## src/rtl/putc_uart_tx.sv

```systemverilog
// putc character sink: valid/ready byte FIFO feeding an 8N1 LSB-first UART transmitter.
// tx is registered from the next-state values, so the start bit goes out on the edge that pops.
module putc_uart_tx #(
  parameter int CLKS_PER_BIT = 434,
  parameter int DEPTH_LOG2   = 4
) (
  input  logic                  clk,
  input  logic                  rst,
  input  logic                  putc_valid,
  input  logic [7:0]            putc_data,
  output logic                  putc_ready,
  output logic                  tx,
  output logic                  busy,
  output logic [DEPTH_LOG2:0]   fifo_count
);

  localparam int DEPTH  = 1 << DEPTH_LOG2;
  localparam int BAUD_W = $clog2(CLKS_PER_BIT);
  localparam logic [BAUD_W-1:0]   BAUD_LAST  = BAUD_W'(CLKS_PER_BIT - 1);
  localparam logic [DEPTH_LOG2:0] FULL_COUNT = (DEPTH_LOG2 + 1)'(DEPTH);

  typedef enum logic [1:0] {IDLE, START, DATA, STOP} state_t;

  state_t                  state_q, state_d;
  logic [7:0]              mem [DEPTH];
  logic [DEPTH_LOG2-1:0]   wr_ptr_q, wr_ptr_d;
  logic [DEPTH_LOG2-1:0]   rd_ptr_q, rd_ptr_d;
  logic [DEPTH_LOG2:0]     count_q, count_d;
  logic [BAUD_W-1:0]       baud_q, baud_d;
  logic [2:0]              bit_idx_q, bit_idx_d;
  logic [7:0]              shift_q, shift_d;
  logic                    tx_q, tx_d;
  logic                    push, pop, fifo_empty, baud_done;

  assign fifo_empty = (count_q == '0);
  assign putc_ready = (count_q != FULL_COUNT);
  assign push       = putc_valid && putc_ready;
  assign baud_done  = (baud_q == BAUD_LAST);

  assign tx         = tx_q;
  assign busy       = (state_q != IDLE) || !fifo_empty;
  assign fifo_count = count_q;

  always_comb begin
    state_d   = state_q;
    baud_d    = baud_q + 1'b1;
    bit_idx_d = bit_idx_q;
    shift_d   = shift_q;
    pop       = 1'b0;

    case (state_q)
      IDLE: begin
        baud_d = '0;
        if (!fifo_empty) begin
          pop     = 1'b1;
          state_d = START;
        end
      end
      START: begin
        if (baud_done) begin
          baud_d    = '0;
          bit_idx_d = '0;
          state_d   = DATA;
        end
      end
      DATA: begin
        if (baud_done) begin
          baud_d = '0;
          if (bit_idx_q == 3'd7) begin
            state_d = STOP;
          end else begin
            bit_idx_d = bit_idx_q + 1'b1;
            shift_d   = {1'b0, shift_q[7:1]};
          end
        end
      end
      STOP: begin
        // Chain straight into the next start bit when more bytes are waiting.
        if (baud_done) begin
          baud_d = '0;
          if (!fifo_empty) begin
            pop     = 1'b1;
            state_d = START;
          end else begin
            state_d = IDLE;
          end
        end
      end
      default: state_d = IDLE;
    endcase

    if (pop) begin
      shift_d = mem[rd_ptr_q];
    end

    wr_ptr_d = push ? wr_ptr_q + 1'b1 : wr_ptr_q;
    rd_ptr_d = pop  ? rd_ptr_q + 1'b1 : rd_ptr_q;

    case ({push, pop})
      2'b10:   count_d = count_q + 1'b1;
      2'b01:   count_d = count_q - 1'b1;
      default: count_d = count_q;
    endcase

    case (state_d)
      START:   tx_d = 1'b0;
      DATA:    tx_d = shift_d[0];
      default: tx_d = 1'b1;
    endcase
  end

  always_ff @(posedge clk) begin
    if (rst) begin
      state_q   <= IDLE;
      wr_ptr_q  <= '0;
      rd_ptr_q  <= '0;
      count_q   <= '0;
      baud_q    <= '0;
      bit_idx_q <= '0;
      shift_q   <= '0;
      tx_q      <= 1'b1;
    end else begin
      state_q   <= state_d;
      wr_ptr_q  <= wr_ptr_d;
      rd_ptr_q  <= rd_ptr_d;
      count_q   <= count_d;
      baud_q    <= baud_d;
      bit_idx_q <= bit_idx_d;
      shift_q   <= shift_d;
      tx_q      <= tx_d;
    end
  end

  always_ff @(posedge clk) begin
    if (push && !rst) begin
      mem[wr_ptr_q] <= putc_data;
    end
  end

endmodule

```

## config.mk

```make
export PLATFORM = sky130hd
export DESIGN_NAME = putc_uart_tx
export DESIGN_NICKNAME = d
export VERILOG_FILES = /design/src/rtl/putc_uart_tx.sv
export SDC_FILE = /design/constraint.sdc
export NUM_CORES = 1
export LEC_CHECK = 0
export ABC_AREA = 1
export BUFFER_PORTS_ARGS = -buffer_cell sky130_fd_sc_hd__clkbuf_2
export CAP_MARGIN = 20
export CORE_MARGIN = 2
export CORE_UTILIZATION = 56
export CTS_BUF_LIST = sky130_fd_sc_hd__clkbuf_8
export CTS_CLUSTER_SIZE = 14
export DETAILED_ROUTE_END_ITERATION = 8
export PLACE_DENSITY = 0.73
export SYNTH_ARGS = -nofsm -noshare
export SYNTH_HDL_FRONTEND = slang
export SYNTH_SLANG_ARGS = --single-unit
```

## constraint.sdc

```tcl
create_clock -name clk -period 4.2 [get_ports clk]
set_input_delay 0.42 -clock clk [delete_from_list [all_inputs] [get_ports clk]]
set_output_delay 0.42 -clock clk [all_outputs]
set_load 0.01 [all_outputs]
```

Word-level counts from Yosys, hierarchy flattened
Memory sizes are Yosys's and may differ from the RTL's. A register that Yosys moved wholly into a read port is not among the register bits.
Cells that the tools add are included.

cells by class
  add/subtract/negate cells = 6
  eq/ne operators = 14
  multiplexer cells = 26
  reduce and logical (&&, ||, !) cells = 15

operators with widths
  operator             number
  $mux 8               4
  $pmux 9 s2           1
  $mux 2               5
  $pmux 5 s2           1
  $reduce_bool 2->1    5
  $add 9x1->9 const B  1
  $eq 9x9->1 const B   1
  $mux 3               3
  $mux 9               1
  $add 4x1->4 const B  2
  $eq 2x2->1 const B   4
  $mux 4               2
  $ne 2x2->1 const B   4
  $pmux 2 s4           1
  $eq 2x1->1 const B   3
  $pmux 3 s2           1
  $add 5x1->5 const B  1
  $logic_not 5->1      1
  $mux 1               5
  $ne 5x5->1 const B   1
  $sub 5x1->5 const B  1
  $pmux 1 s2           2
  $reduce_and 4->1     1
  $add 3x1->3 const B  1
  7 further kinds      9

storage, ports and cells
  memories = 1
  input port bits = 11
  output and inout bits = 8
  word-level logic and storage cells = 71
  memory bits (writable) = 128
  register bits after elaboration = 36

memories
  memory  words  bits a word  read ports  clocked after memory_dff  write ports  RTL line  RTL
  mem     16     8            1           1                         1            25        logic [7:0] mem [DEPTH];

Longest topological paths before layout
Gate-level depths: netlist of the first run.

  depth in word-level cells = 6
  mapped depth = 19
  depth with buffers taken out = 18

Worst setup path before layout of the first run
No wires, ideal clock.

  path kind = flip-flop to flip-flop
  start = register baud_q[0]
  end = register count_q[4] (netlist: fifo_count[4])
  arrival = 2.237 ns
  path slack = 1.844 ns
  period minus slack after synthesis = 2.356 ns
  setup time = 0.119 ns
  required time = 4.081 ns
  path buffers = 1
  stages on the path, launching flop included = 18
  path through = dfxtp_1 ha_1 nand2_1 nor2_4 nand3_2 nand2_2 nand3_4 inv_6 buf_12 ha_1 xor2_1 ha_1 a21oi_1 inv_1 nand4_1 nand3_1 o21ai_0 a21oi_1

on the way
  longest elaborated chain between the ends = 5
  elaborated cells on any way between the ends = 7
  classes of those cells = 3 x eq/ne; 3 x mux; 1 x reduce/logical

ends and longest elaborated chain
  what                                             RTL line  RTL
  from (decl)                                      29        logic [BAUD_W-1:0] baud_q, baud_d;
  from (signal assigned)                           127       baud_q <= baud_d;
  $eq 9x9->1 *                                     38        assign baud_done = (baud_q == BAUD_LAST);
  $mux 1 *                                         79        if (baud_done) begin
  $pmux 1 s2 *                                     51        case (state_q)
  $eq 2x1->1 or $eq 2x2->1 (tied branches)         99        case ({push, pop})
  $pmux 5 s2 or $reduce_bool 2->1 (tied branches)  --
  to (signal assigned)                             126       count_q <= count_d;
  to (decl)                                        28        logic [DEPTH_LOG2:0] count_q, count_d;

Every way passes the cells marked *; elsewhere a longest branch is shown, timed or not.
A chain may end at the register's enable or synchronous reset.

Worst setup path after layout of the first run
Ends and elaborated chain as after synthesis.

==> results summary, run 1 <==
The run finished with clean final reports. In this run, distinct cell masters in the synthesized netlist total 37. The register area share after synthesis is 0.633. The area growth from synthesis to layout is 6.45%. The worst reg-to-reg setup slack came out at 1.51 ns. The cell area that synthesis handed to floorplanning was approximately 7300 um2. The footprint of the multi-input gates came out at between 2000 and 2500 um2.

The setup total negative slack is 0 ns. The number of enable-type register cells in the synthesized netlist came out at roughly 130. Entering global routing, the biggest net connects between 70 and 80 pins. In this run, CTS created clock tree buffers numbering 17.

The count of mapped cells out of synthesis came out at 712. The maximum number of buffers from clock root to sink is 2. The max-slew violation count was 0.

The wire length of the first global-routing pass came out at ~24 mm. The leakage dissipation came out at approximately 2.9 nW. After clock tree synthesis, the flow added hold-fix buffers numbering 0.

The first detailed-routing pass took 5 iterations. The most used flip-flop cell after synthesis is edfxtp_1. The core box area is roughly 13000 um2. The number of H-tree levels came out at 4. The synthesized area divided by synthesized cell count is approximately 10 um2. The minimum clock period is ~2.7 ns.

The compound-cell area share of the yosys netlist came out at 0.0675. The number of global-route vias before repair is about 4.7k. The headroom to the max-slew limit came out at 0.399. The floorplan die width came out at around 120 um. The min-delay analysis places its worst path in the category in -> reg. The hold violation count in the final report is 0. The endpoint arrival time on the critical path is ~3.0 ns. The number of routed nets with antenna violations came out at 0. Static timing analysis puts the maximum clock frequency at roughly 370 MHz. The required time reported for the critical path endpoint is 4.54 ns. Setup repair after global routing left no endpoint under its margin. The total of max-cap violations is 0. After routing the design area is between 7000 and 8000 um2. The die covers between 10000 and 15000 um2. The net total in the final layout came out at approximately 750.

The worst vdd rail ir drop came out at about 0.33 mV. The adder-cell area share of the yosys netlist is 0.0290. The portion of the clock cycle consumed by the worst path in the final layout is 0.642. The initial antenna violation count was 0.

For this run, asynchronously set or reset flops after synthesis account for 0. CTS saw 168 sinks. The cell area power density is roughly 550 nW/um2. The via-per-instance ratio is about 5.5. Setup violations remaining at the end of the flow were counted as 0. The class of the most critical setup path is reg -> reg.

Along the worst path, the maximum fanout reaches 16. The number of rows created at floorplan came out at between 40 and 50. At the pin with the least slew margin, the transition time is around 0.9 ns. The worst setup skew after layout came out at slightly below 0.009 ns. The remaining design rule violation count is 0.

The synthesis-stage register bit count came out at between 150 and 200. The XOR/XNOR share of the synthesized area is 0.00836. TritonCTS built the clock tree.

The share of cell area taken by muxes after synthesis is 0. The worst setup path is captured at a register. The floorplan step set the die height to about 120 um.

The final weighted congestion in routability-driven placement is between 0.8 and 0.9. The effective utilization at floorplan is 0.577. After clock tree synthesis, the clock-pin slew on the worst setup and hold paths is 0.08 ns.

The cell at the root of the clock tree is clkbuf_8. For this block, the routed nets add up to approximately 15 mm of wire. The number of gates resized after CTS is 0.

The number of filler cells placed in the layout came out at 1075. The simple-gate portion of the synthesized area is 0.208. The main combinational cell family by area after synthesis is simple AND/OR/NAND/NOR gates. The clock network latency to the later pin of the worst-skew pair came out at 0.45 ns.

The number of port buffers came out at 18. The remaining global-route overflow came out at 0. The final route contains 4959 vias. In the final layout, the share of cells above drive strength 1 is 0.112. The antenna cell count is 0. The sequential cell area came out at between 4000 and 5000 um2.

The post-placement cell area is ~7500 um2. The synthesized netlist net count is 740. The HPWL after detailed placement is slightly below 10 mm. Across every metal layer, demand over resource in global routing totals 0.224.

The number of top-level design ports is 19. During synthesis, Yosys emitted a total of 0 warnings. Once the clock tree was built, the setup fixing pass inserted 0 buffers. The average wire length per cell after detail routing is about 17 um. In this run, the number of DRC markers left after iteration 0 of detailed routing was about 400. STA classifies the critical path startpoint as a register.
==> state kept, by name (all words and copies together) (netlist names), named ones only <==
name,flops
bit_idx_q,3
baud_q,9
shift_q,8
tx,1
state_q,2
wr_ptr_q,4
fifo_count,5
mem,128
rd_ptr_q,4
==> per-layer routing <==
layer | track usage | routed length, um | up-vias
met3 | 0.0473 | 933 | 32
met5 | 0 | 0 | -
met1 | 0.311 | 6740 | 2327
met4 | 0.103 | 399 | 0
met2 | 0.341 | 6910 | 175
li1 | - | - | 2425
==> synth_stat cells, types with 6 or more instances <==
master	n	share of area
dfxtp_1	40	0.11
ha_1	17	0.029
inv_2	7	0.0036
o21ai_0	51	0.035
o211ai_1	6	0.0061
clkbuf_1	10	0.0051
buf_2	10	0.0068
inv_1	45	0.023
edfxtp_1	128	0.52
a21oi_2	7	0.0084
nor2_1	129	0.066
a21oi_1	16	0.011
nand3_2	6	0.0082
nand3_1	79	0.054
nand2_1	114	0.058
==> cells in the final DEF (no fill, tap or decap), types with 2 or more instances in the layout <==
cell type and n:
nor2_1 129, edfxtp_1 128, nand2_1 114, nand3_1 79
o21ai_0 51, inv_1 49, dfxtp_1 39, clkbuf_8 18
clkbuf_2 18, ha_1 17, a21oi_1 16, inv_2 7
a21oi_2 7, nand3_2 6, o211ai_1 6, clkinv_2 5
nand2_2 4, xor2_1 4, o21ai_1 4, nor3_1 4
nor2_4 3, xnor2_1 3, nor3b_1 3, nor2_2 2
inv_6 2, nand4_1 2, o21ai_2 2, clkinv_1 2
buf_4 2
==> per-stage QoR <==
stage	utilization	hold slack, ns	worst slack (ns)	cells	total power [mW]
finish	0.614	0.429	1.51	906	4.26
global placement	0.587	0.449	1.65	874	3.25
detailed placement	0.587	0.461	1.50	874	3.28
global route	0.614	0.429	1.25	906	4.50
floorplan	-	0.429	1.84	712	3.01
CTS	0.614	0.393	1.49	906	4.27
==> power by group <==
part           total, mW  switching [mW]  internal [mW]  leakage [nW]
logic               1.29           0.891          0.396          1.24
registers           1.97          0.0885           1.88          1.48
clock network       1.01           0.540          0.467         0.192
total               4.26            1.52           2.74          2.91
==> cell type report <==
cell class | instances | share of cell area
clock buffer | 18 | 0.0317
clock inverter | 14 | 0.0120
inverter | 53 | 0.0261
multi-input combinational | 461 | 0.294
sequential | 168 | 0.595
tap | 172 | 0.0276
timing repair buffer | 20 | 0.0135
==> cell families (layout without fill, tap and decap cells) <==
group	Yosys count	after routing
buffers and inverters	83	105
xor gates and xnor gates	7	7
AOI/OAI and AO/OA	88	88
DFF	168	168
adders and majority gates	17	17
and+or+nand+nor	349	349
==> final timing paths <==
| check | from | end | depth (start not counted) |
|---|---|---|---|
| setup / recovery | baud_q[0]$_SDFF_PP0_ | fifo_count[4]$_SDFFE_PP0P_ | 17 |
| hold / removal | putc_valid | wr_ptr_q[0]$_SDFFE_PP0P_ | 3 |
| setup reg to reg | baud_q[0]$_SDFF_PP0_ | fifo_count[4]$_SDFFE_PP0P_ | 17 |
| hold reg to reg | bit_idx_q[0]$_SDFFE_PP0P_ | bit_idx_q[0]$_SDFFE_PP0P_ | 1 |
==> critical path, stage by stage, from the launching register on <==
cell and delay (ns):
dfxtp_1 0.40, ha_1 0.17, nand2_1 0.08, nor2_4 0.12
nand3_2 0.10, nand2_2 0.09, nand3_4 0.16, inv_6 0.20
ha_1 0.26, xor2_1 0.23, ha_1 0.19, a21oi_1 0.06
inv_1 0.09, nand3_1 0.07, nand2_1 0.07, nand3_1 0.07
o21ai_0 0.16, a21oi_1 0.05
Power figures use the tool's default switching activity.
==> run 2, diff against run 1 <==
==> constraint.sdc (replaced) <==
create_clock -name clk -period 2.8 [get_ports clk]
set_input_delay 0.28 -clock clk [delete_from_list [all_inputs] [get_ports clk]]
set_output_delay 0.28 -clock clk [all_outputs]
set_load 0.01 [all_outputs]
==> results summary, run 2 (synthesis results as in run 1) <==
The run finished with clean final reports. The share of final-layout standard cells stronger than drive strength 1 was 0.134 (+0.0226). The total instance count after detailed placement is 892 (+2.1%). The maximum number of buffers from clock root to sink is 2 (unchanged). The most common cell after layout, fill and taps aside is nor2_1. The global router's overall resource usage was 0.225 (+0.000908).

The net switching power came to 2.29 mW (+51%). The worst setup skew after layout was 0.00720 ns (-0.00167 ns). The area of the die came out at 14000 um2 (unchanged). The internal power consumption came out at 4.30 mW (+57%).

The routed wire length on met2 is 7.26 mm (+5.1%). The worst setup path is captured at a register. The hold violation count in the final report was 0 (unchanged). The total of max-cap violations came to 0 (unchanged). The required time reported for the critical path endpoint came out at 3.14 ns (-1.40 ns).

The floorplan die width is 118 um (unchanged). The worst setup path is launched from a register. The portion of the clock cycle consumed by the worst path in the final layout came out at 0.902 (+0.260). The via-per-instance ratio is 5.44 (-0.56%). The sequential share of power is 0.443 (-0.018). The net total in the final layout came out at 767 (+2.4%). The core box area came out at 12700 um2 (unchanged).

The number of hold-repair buffers added at the cts stage came out at 0 (unchanged). In this run the top signal layer used is met4. In the final layout, the registers with the most flip-flops are mem: 128 flops, baud_q: 9 flops, shift_q: 8 flops. Setup repair after global routing left no endpoint under its margin. The average wire length per cell after detail routing was 16.3 um (-1.3%). The headroom to the max-slew limit came out at 0.511 (+0.112).

The pin count of the biggest net entering global routing is 71 (unchanged). The fraction of the core area covered by cells at the end of the flow came out at 0.628 (+0.0145). The initial antenna violation count was 0 (unchanged). The transition at the pin with the smallest max-transition slack is 0.734 ns (-0.167 ns). The overall routed net length is 15.1 mm (+0.61%). The die boundary height is 118 um (unchanged). TritonCTS built the clock tree. The number of H-tree levels came to 4 (unchanged). The max-slew violation count came out at 0 (unchanged). The worst vdd rail ir drop came to 0.540 mV (+64%). The clock network latency to the later pin of the worst-skew pair was 0.45 ns (about the same). From synthesis to final layout, the design area changed by 8.95%. The total number of vias came out at 5029 (+1.4%).

The minimum clock period is 2.52 ns (-0.170 ns). The path class of the tightest hold or removal check is in -> reg. The library cells used most frequently in the layout, excluding fill and tap cells, are nor2_1 (129), edfxtp_1 (128), nand2_1 (114), nand3_1 (79), o21ai_0 (51). The count of non-filler cells in the finished layout is 924 (+2.0%). The CTS sink count is 168 (unchanged). The leakage dissipation is 3.02 nW (+3.7%). The setup fix buffers added after clock tree synthesis came to 0 (unchanged). The largest fanout on the critical path is 12 (-4). The met3 wirelength from detailed routing is 986 um (+5.7%). The tree is rooted in a clkbuf_8. The number of gates resized after CTS was 0 (unchanged). The switching share of total power came to 0.347 (-0.00930).

The remaining design rule violation count came out at 0 (unchanged). The number of top-level design ports is 19 (unchanged). The critical path in this run is classified as reg -> reg.

The cell area power density came to 825 nW/um2 (+51%). The number of flip-flops in the largest register is 128 (unchanged). The final number of setup-violating endpoints was 0 (unchanged). The met1 routed wirelength after detailed routing is 6.40 mm (-5.1%). The achievable frequency came out at 396 MHz (+6.7%). The number of iterations in the first detailed-routing pass is 5 (unchanged).

The final weighted congestion in routability-driven placement is 0.858 (+2.3%). The antenna cell count came out at 0 (unchanged). The remaining global-route overflow is 0 (unchanged). The number of global-route vias before repair was 4774 (+1.2%). The estimated wirelength of the detail-placed design was 9.71 mm (+0.30%). The clock network fraction of design power came out at 0.253 (+0.017). The wire length of the first global-routing pass came out at 24.0 mm (-0.14%).

The DRC violation total after the first TritonRoute iteration came to 425 (+8.1%). The number of port buffers is 18 (unchanged). The endpoint arrival time on the critical path is 2.87 ns (-0.16 ns). The number of clock buffers inserted by TritonCTS is 17 (unchanged). The critical path starts at baud_q[0]$_SDFF_PP0_. The number of rows created at floorplan is 41 (unchanged). The combinational group share of total power is 0.304 (+0.002).

The number of routed nets with antenna violations is 0 (unchanged). The worst register-to-register path begins at baud_q[0]$_SDFF_PP0_. In this run the most critical hold path is launched from rst.

The setup total negative slack is 0 ns (unchanged). The register with the most flip-flops in the final layout is mem. The effective utilization at floorplan is 0.577 (unchanged). The clock transition time at the flip-flop clock pins of the worst setup and hold paths was 0.08 ns (about the same).
-- run 2: final timing paths --
check,end,slack (ns),cells after the start
max,fifo_count[4]$_SDFFE_PP0P_,0.28,16
min,wr_ptr_q[3]$_SDFFE_PP0P_,0.16,4
min reg2reg,bit_idx_q[0]$_SDFFE_PP0P_,0.47,1
max reg2reg,fifo_count[4]$_SDFFE_PP0P_,0.28,16
-- run 2: worst max-delay path, stage by stage (launching register included) --
cell     delay, ns
dfxtp_1       0.39
ha_1          0.16
nand2_1       0.08
nor2_4        0.12
nand3_2       0.10
nand2_2       0.09
nand3_4       0.16
inv_6         0.09
ha_2          0.24
xor2_2        0.10
ha_1          0.20
a21oi_1       0.22
inv_1         0.10
nand4_1       0.10
nand3_1       0.09
o21ai_0       0.15
a21oi_1       0.05
-- run 2: through the flow --
step,setup slack [ns],power (mW),hold WS [ns],area [um2]
floorplan,0.444,4.51,0.379,7340
global placement,0.374,4.88,0.440,7600
detailed placement,0.259,4.96,0.458,7600
CTS,0.240,6.59,0.126,7980
global route,0.0331,6.97,0.160,7990
finish,0.275,6.59,0.157,7990
-- run 2: routing by layer --
| metal | track usage | vias up |
|---|---|---|
| met1 | 0.304 | 2345 |
| li1 | - | 2460 |
| met2 | 0.354 | 193 |
| met4 | 0.108 | 0 |
| met5 | 0 | - |
| met3 | 0.0415 | 31 |
-- run 2: final cells by class --
class / instances / area (um2)
sequential: 168 / 4650
inverter: 53 / 204
timing repair buffer: 38 / 240
clock inverter: 15 / 146
tap: 172 / 215
fill: 1019 / 4730
clock buffer: 17 / 234
multi-input combinational: 461 / 2310
-- run 2: power groups by stage --
stage,clock [mW],combinational (mW),sequential [mW]
floorplan,0,1.55,2.96
global route,1.79,2.24,2.94
CTS,1.69,1.99,2.92
global placement,0,1.92,2.96
finish,1.67,2.01,2.92
detailed placement,0,1.99,2.97
